## config.mk

```make
export PLATFORM = sky130hd
export DESIGN_NAME = mem_access_unit_flat
export DESIGN_NICKNAME = d
export VERILOG_FILES = /design/src/rtl/mem_access_unit_if.sv /design/src/rtl/mem_access_unit.sv /design/src/flat_wrapper.sv
export SDC_FILE = /design/constraint.sdc
export NUM_CORES = 1
export LEC_CHECK = 0
export ABC_AREA = 1
export CORE_MARGIN = 4
export CORE_UTILIZATION = 37
export DETAILED_ROUTE_END_ITERATION = 10
export GPL_ROUTABILITY_DRIVEN = 0
export HOLD_SLACK_MARGIN = 0.06
export PLACE_DENSITY = 0.76
export RECOVER_POWER = 100
export SYNTH_ARGS = -nofsm -noshare
export SYNTH_HDL_FRONTEND = slang
export SYNTH_SLANG_ARGS = --single-unit
export TNS_END_PERCENT = 30
```

## constraint.sdc

```tcl
create_clock -name clk -period 1.4 [get_ports clk]
set_input_delay 0.14 -clock clk [delete_from_list [all_inputs] [get_ports clk]]
set_output_delay 0.14 -clock clk [all_outputs]
set_load 0.1 [all_outputs]
```

## src/rtl/mem_access_unit_if.sv

```systemverilog
// Memory-side bus of mem_access_unit: one outstanding word transfer using a req/ack handshake.
// The master (access unit) holds mem_req and the request fields stable until the slave (memory) pulses mem_ack.
interface mem_access_unit_if #(
  parameter int AW = 32,
  parameter int DW = 32
);
  logic          mem_req;
  logic          mem_we;
  logic [AW-1:0] mem_addr;
  logic [DW-1:0] mem_wdata;
  logic [DW-1:0] mem_rdata;
  logic          mem_ack;

  modport master (
    output mem_req, mem_we, mem_addr, mem_wdata,
    input  mem_rdata, mem_ack
  );

  modport slave (
    input  mem_req, mem_we, mem_addr, mem_wdata,
    output mem_rdata, mem_ack
  );
endinterface

```

## src/rtl/mem_access_unit.sv

```systemverilog
// Word-wide memory access sequencer between the multicycle RISC-V controller and a variable-latency memory.
// It stalls the controller while an access is in flight, and it parks in a sticky error state on a fault.
module mem_access_unit #(
  parameter int AW      = 32,
  parameter int DW      = 32,
  parameter int TIMEOUT = 64
) (
  input  logic                clk,
  input  logic                rst,
  input  logic                rd_en,
  input  logic                wr_en,
  input  logic [AW-1:0]       addr,
  input  logic [DW-1:0]       wdata,
  output logic [DW-1:0]       rdata,
  output logic                done,
  output logic                busy,
  output logic                err,
  mem_access_unit_if.master   mem
);

  localparam int CW = ($clog2(TIMEOUT + 1) < 1) ? 1 : $clog2(TIMEOUT + 1);
  localparam logic [CW-1:0] CNT_LAST = CW'(TIMEOUT - 1);
  localparam logic [CW-1:0] CNT_MAX  = {CW{1'b1}};

  typedef enum logic [1:0] {
    S_IDLE,
    S_BUSY,
    S_DONE,
    S_ERR
  } state_e;

  state_e        state_q, state_d;
  logic [CW-1:0] cnt_q,   cnt_d;
  logic          req_q,   req_d;
  logic          we_q,    we_d;
  logic [AW-1:0] addr_q,  addr_d;
  logic [DW-1:0] wdata_q, wdata_d;
  logic [DW-1:0] rdata_q, rdata_d;

  logic req_in;
  logic req_bad;

  assign req_in  = rd_en | wr_en;
  assign req_bad = (rd_en & wr_en) | (addr[1:0] != 2'b00);

  always_comb begin
    // NOTE: every always_comb output gets a default first so no path leaves a latch behind.
    state_d = state_q;
    cnt_d   = cnt_q;
    req_d   = req_q;
    we_d    = we_q;
    addr_d  = addr_q;
    wdata_d = wdata_q;
    rdata_d = rdata_q;

    unique case (state_q)
      S_IDLE, S_DONE: begin
        state_d = S_IDLE;
        if (req_in) begin
          if (req_bad) begin
            state_d = S_ERR;
          end else begin
            state_d = S_BUSY;
            req_d   = 1'b1;
            we_d    = wr_en;
            addr_d  = addr;
            wdata_d = wdata;
            cnt_d   = '0;
          end
        end
      end

      S_BUSY: begin
        // An ack arriving in the final allowed cycle still completes the access.
        if (mem.mem_ack) begin
          if (!we_q) rdata_d = mem.mem_rdata;
          req_d   = 1'b0;
          state_d = S_DONE;
        end else if ((TIMEOUT != 0) && (cnt_q == CNT_LAST)) begin
          req_d   = 1'b0;
          state_d = S_ERR;
        end else if (cnt_q != CNT_MAX) begin
          cnt_d = cnt_q + CW'(1);
        end
      end

      S_ERR: begin
        req_d = 1'b0;
      end

      default: begin
        state_d = S_IDLE;
        req_d   = 1'b0;
      end
    endcase
  end

  always_ff @(posedge clk or negedge rst) begin
    // NOTE: state registers use non-blocking assignments so every flop samples pre-edge values.
    if (!rst) begin
      state_q <= S_IDLE;
      cnt_q   <= '0;
      req_q   <= 1'b0;
      we_q    <= 1'b0;
      addr_q  <= '0;
      wdata_q <= '0;
      rdata_q <= '0;
    end else begin
      state_q <= state_d;
      cnt_q   <= cnt_d;
      req_q   <= req_d;
      we_q    <= we_d;
      addr_q  <= addr_d;
      wdata_q <= wdata_d;
      rdata_q <= rdata_d;
    end
  end

  assign mem.mem_req   = req_q;
  assign mem.mem_we    = we_q;
  assign mem.mem_addr  = addr_q;
  assign mem.mem_wdata = wdata_q;

  assign rdata = rdata_q;
  assign done  = (state_q == S_DONE);
  assign err   = (state_q == S_ERR);
  // A request seen in IDLE or DONE stalls the controller in the same cycle.
  assign busy  = (state_q == S_BUSY) || (state_q == S_ERR) ||
                 (((state_q == S_IDLE) || (state_q == S_DONE)) && req_in);

endmodule

```

## src/flat_wrapper.sv

```systemverilog
// flat-port wrapper written by rule: the top's interface ports become plain ports
module mem_access_unit_flat 
#(
  parameter int AW      = 32,
  parameter int DW      = 32,
  parameter int TIMEOUT = 64
)
  (clk, rst, rd_en, wr_en, addr, wdata, rdata, done, busy, err, mem_mem_req, mem_mem_we, mem_mem_addr, mem_mem_wdata, mem_mem_rdata, mem_mem_ack);
  mem_access_unit_if #(.AW(AW), .DW(DW)) mem_i ();
  input  logic clk;
  input  logic rst;
  input  logic rd_en;
  input  logic wr_en;
  input  logic [AW-1:0] addr;
  input  logic [DW-1:0] wdata;
  output logic [DW-1:0] rdata;
  output logic done;
  output logic busy;
  output logic err;
  output wire logic [$bits(mem_i.mem_req)-1:0] mem_mem_req;
  output wire logic [$bits(mem_i.mem_we)-1:0] mem_mem_we;
  output wire logic [$bits(mem_i.mem_addr)-1:0] mem_mem_addr;
  output wire logic [$bits(mem_i.mem_wdata)-1:0] mem_mem_wdata;
  input wire logic [$bits(mem_i.mem_rdata)-1:0] mem_mem_rdata;
  input wire logic [$bits(mem_i.mem_ack)-1:0] mem_mem_ack;
  assign mem_mem_req = mem_i.mem_req;
  assign mem_mem_we = mem_i.mem_we;
  assign mem_mem_addr = mem_i.mem_addr;
  assign mem_mem_wdata = mem_i.mem_wdata;
  assign mem_i.mem_rdata = mem_mem_rdata;
  assign mem_i.mem_ack = mem_mem_ack;
  mem_access_unit #(.AW(AW), .DW(DW), .TIMEOUT(TIMEOUT)) u_core (.clk(clk), .rst(rst), .rd_en(rd_en), .wr_en(wr_en), .addr(addr), .wdata(wdata), .rdata(rdata), .done(done), .busy(busy), .err(err), .mem(mem_i));
endmodule
```

* Word-level counts from Yosys, hierarchy flattened
Index checks and enable logic that the tools add are counted.
** Word-level totals
- Flip-flop bits (word level) :: 107
- Bits in latches :: 0
- Bits in writable memories :: 0
- ROM bits :: 0
- Output and inout bits :: 101
- Memories :: 0
** Cells by class
- Add/subtract/negate cells :: 1
- Multipliers :: 0
- Divide/modulo/power cells :: 0
- Order comparisons :: 0
- Eq/ne operators :: 11
- Shifts and indexed selects :: 0
- Mux-type cells :: 16
- Bitwise gates (word level) :: 5
- Reduce and logical (&&, ||, !) cells :: 13
** Operators with widths (count)
- $mux 7 :: 5
- $pmux 7 s2 :: 1
- $reduce_and 3->1 :: 3
- $mux 2 :: 4
- $add 7x1->7 const B :: 1
- $eq 7x6->1 const B :: 1
- $ne 7x7->1 const B :: 1
- $ne 2x2->1 const B :: 3
- $reduce_and 6->1 :: 1
- $eq 2x2->1 const B :: 2
- $mux 1 :: 4
- $ne 2x1->1 const B :: 2
- $pmux 2 s2 :: 1
- $reduce_bool 2->1 :: 2
- $logic_or 1x1->1 :: 3
- $ne 3x2->1 const B :: 1
- $pmux 1 s3 :: 1
- $eq 2x1->1 const B :: 1
- $logic_not 2->1 :: 1
- $not 1->1 :: 2
- $or 1x1->1 :: 2
- $reduce_and 2->1 :: 1
- $reduce_or 2->1 :: 1
- $and 1x1->1 :: 1
- $logic_and 1x1->1 :: 1

* Depth between registers and ports, before layout
- Word-level depth :: 5
- Mapped depth :: 8
- Depth with buffers taken out :: 8

* Worst setup path after synthesis
Ideal clock, no wire load.
- Kind :: reg-to-output
- Start point :: reg u_core.state_q[0]
- End point :: out done
- Arrival time :: 1.694 ns
- Required time :: 1.260 ns
- Slack :: -0.434 ns
- Stages on the path, launching flop included :: 2
- Buffers on the path :: 0
- Cells stage by stage :: dfrtp_1 -> nor2_1
** Between the ends
- Word-level cells in the longest chain between the ends :: 1
** Ends and longest elaborated chain
- start, declared :: RTL line mem_access_unit.sv:32 : state_e state_q, state_d;
- start signal, assigned :: RTL line mem_access_unit.sv:109 : state_q <= state_d;
- $eq 2x2->1 :: RTL line mem_access_unit.sv:125 : assign done = (state_q == S_DONE);
- end, declared :: RTL line flat_wrapper.sv:17 : output logic done;
No other way between the ends.

* Final worst setup path
- Start point :: reg u_core.state_q[0]
- End point :: reg u_core.addr_q[8], in the netlist u_core.mem.mem_addr[8]
** Between the ends
- Word-level cells in the longest chain between the ends :: 3
- Elaborated cells between the ends (all ways) :: 4
- Those cells by class :: 1 x eq/ne; 3 x reduce/logical
** Ends and longest elaborated chain
- $eq 2x2->1 or $logic_not 2->1 (tied branches) :: RTL line mem_access_unit.sv:56 : unique case (state_q)
- $reduce_or 2->1 * :: RTL line mem_access_unit.sv:56
- $reduce_and 3->1 (no line) *
- end signal, assigned :: RTL line mem_access_unit.sv:113 : addr_q <= addr_d;
- end, declared :: RTL line mem_access_unit.sv:36 : logic [AW-1:0] addr_q, addr_d;
Every way passes the cells marked *; elsewhere a longest branch is shown, timed or not.
A chain may end at the register's enable or synchronous reset.

==> results.md <==
- Status: finished clean
- Number of global-route vias before repair: about 4k
- Slowest CP cell: dfrtp_2
- Worst Path Arrival: approximately 1.6 ns
- Initial drt markers: between 200 and 300
- Area delta synth->final: 53.8%
- Number of distinct library cells after synthesis: 20
- Initial core utilization: between 30% and 40%
- Routed Antenna Nets: 0
- Crit Path Class: flop to flop
- HP Start: wdata[3]
- Worst Reg-to-Reg Cells: 6
- Sink Count: 107
- Hold Crit Depth: 3
- Commonest non-fill, non-tap cells in the layout: nand2_1, dfrtp_1, clkdlybuf4s50_1
- Peak Freq: roughly 750 MHz
- Die H: around 120 um
- Crit path max-delay family: flip-flops
- Worst Setup End Kind: flop
- Drt drc: 0
- H-tree depth: 3
- Worst setup SP type: flop
- Pins Over Slew Limit: 0
- RSZ-0062 raised after global routing: yes
- Synth top area cells: dfrtp_1, nand2_1, nand3_1
- GRT Total Usage: a little under a fifth
- R2r setup slk: roughly 0.058 ns
- Via count: about 4.0k
- I/O Pins: roughly 200
- Post-synth top area share: a little over three fifths
- Number of buffers created by CTS: 9
- Seq/Total Area, Yosys: a little over three fifths
- M1 GR Usage: between 20% and 30%
- Gate Count Post-Synth: 493
- Gr ovfl total: 0
- Mean Syn Cell Area: roughly 8.7 um2
- Share of layout cells above drive strength 1: 21.7%
- Area leader, netlist: dfrtp_1
- First-pass GRT wire length: around 20 mm
- Worst-Margin Slew: about 0.74 ns
- N_diodes: 0
- Clock transition at path regs: around 0.070 ns
- Total iterations of the first detailed-routing run: 4
- Hpwl dp: 9.94 mm
- Final Skew: between 0.005 and 0.006 ns
- Cell mode on critical path: nand2_1
- Worst Path Buf+Inv: 2
- Vias per cell: about 4.7
- Crit path cell chain: inv_2 > o21ai_2 > nor2_4 > buf_12 > nand2_1 > nand2_1
- Maxcap violations: 0
- CTS Buffer Depth: 2
- Worst Path Required: between 1.5 and 2 ns
- # rows: 39
- Hold Crit Class: input pin to flop
- Net count reported at finish: around 800
- Crit path largest cell delay: ~0.45 ns
- Final number of hold-violating endpoints: 0
- Largest net degree at the start of global routing: between 60 and 70
- Worst-Skew Late Latency: 0.33 ns
- Met2 Use GR: 32.2%
- Reg-to-Reg End: u_core.mem.mem_addr[8]
- DR WL/cell: about 15 um
- CTS tree: built
- Hold WS: roughly 0.34 ns
- Gr busiest metal: met2
- Initial antenna violation count: 0
- Critical R2R Launch: u_core.state_q[0]
- Met3 layer usage reported by global route: slightly above 7%
- Yosys warns: 0
- CP Max Fanout: 65
- Period minus WS final: about 1.3 ns
- Port bufs: approximately 200
- FF+latch count, synth: 107
- Core Footprint: about 11,000 um2
- Root cell of the clock tree: clkbuf_16
- Most common cell after layout, fill and taps aside: nand2_1
- Mapped cell area: about 4300 um2
- DRT Wirelength: roughly 13 mm
- Synth Net Count: roughly 600
- Setup violators final: 0
- Final period utilization: between 90% and 100%
- Width of the chip: between 100 and 150 um
- Hold Path End: u_core.mem.mem_wdata[3]
- Die footprint: between 10,000 and 15,000 um2
- Slew HR: between 50% and 60%
## flip-flops by register name (all words and copies together) (netlist names)
name / count
u_core.mem.mem_addr: 32
u_core.mem.mem_wdata: 32
u_core.rdata: 32
u_core.cnt_q: 7
u_core.state_q: 2
u_core.mem.mem_req: 1
u_core.mem.mem_we: 1
## cell type report
class / instances / area (um2)
sequential: 107 / 2680
multi-input combinational: 347 / 1440
tap: 143 / 179
clock buffer: 11 / 253
clock inverter: 5 / 27.5
inverter: 16 / 60.1
fill: 998 / 4790
timing repair buffer: 223 / 1940
## stage by stage
step	util [%]	std cells	setup TNS, ns	worst slack [ns]	cell area, um2
2_1_floorplan	-	493	-0.139	-0.139	4290
3_3_place_gp	66.8	833	-2.92	-0.0904	7590
3_5_place_dp	66.8	833	-5.84	-0.121	7590
4_1_cts	69.4	851	0	0.0108	7890
5_1_grt	57.9	852	-0.00571	-0.00350	6580
6_report	57.9	852	0	0.0577	6580
## tightest hold or removal path, stage by stage
cell and delay, ns:
clkdlybuf4s50_1 0.39, nand2_1 0.06, nand2_1 0.04
## how the worst max path moves through the flow
stage	from	end	cells past startpoint
after floorplan	u_core.state_q[0]	u_core.state_q[1]	4
after global placement	rd_en	u_core.mem.mem_addr[2]	7
after detailed placement	rd_en	u_core.mem.mem_addr[2]	7
after CTS	u_core.cnt_q[1]	u_core.cnt_q[1]	8
after global routing	u_core.state_q[0]	u_core.mem.mem_wdata[12]	6
final	u_core.state_q[0]	u_core.mem.mem_addr[8]	6
## routing by layer
metal / vias up / wire length (um) / share of wire (%)
li1: 1932 / - / -
met1: 1873 / 5120 / 40
met2: 185 / 6190 / 48
met3: 15 / 1430 / 11
met4: 0 / 161 / 1.2
met5: - / 0 / 0
## synth_stat cells (all sizes together)
master and number:
o21bai 2, o211ai 1, xor2 1, dfrtp 107, inv 16, buf 23, xnor2 1, nand3 39
nand3b 1, nor2 14, ha 1, o21ai 6, nand2 281
## what timing repair did
| item | 4_1_cts | 5_1_grt |
|---|---|---|
| buffers inserted | 1 | 0 |
| hold endpoints to repair | 41 | 0 |
| gates resized for setup | 0 | 9 |
| pin swaps | 0 | 0 |
| cloned | 0 | 1 |
| hold buffers | 1 | 0 |
| setup endpoints to repair | 1 | 18 |
## cell families after synthesis
group	after synthesis	share of synthesized area, %
AO/OA/AOI/OAI	9	1.32
XOR/XNOR	2	0.409
adder cells (fa/ha/maj)	1	0.292
buffers and inverters	39	4.53
flip-flops	107	62.6
AND/OR/NAND/NOR	335	30.9
Power is not shown: default switching activity piles up to over one toggle a cycle in this logic, so the estimate is an artifact.
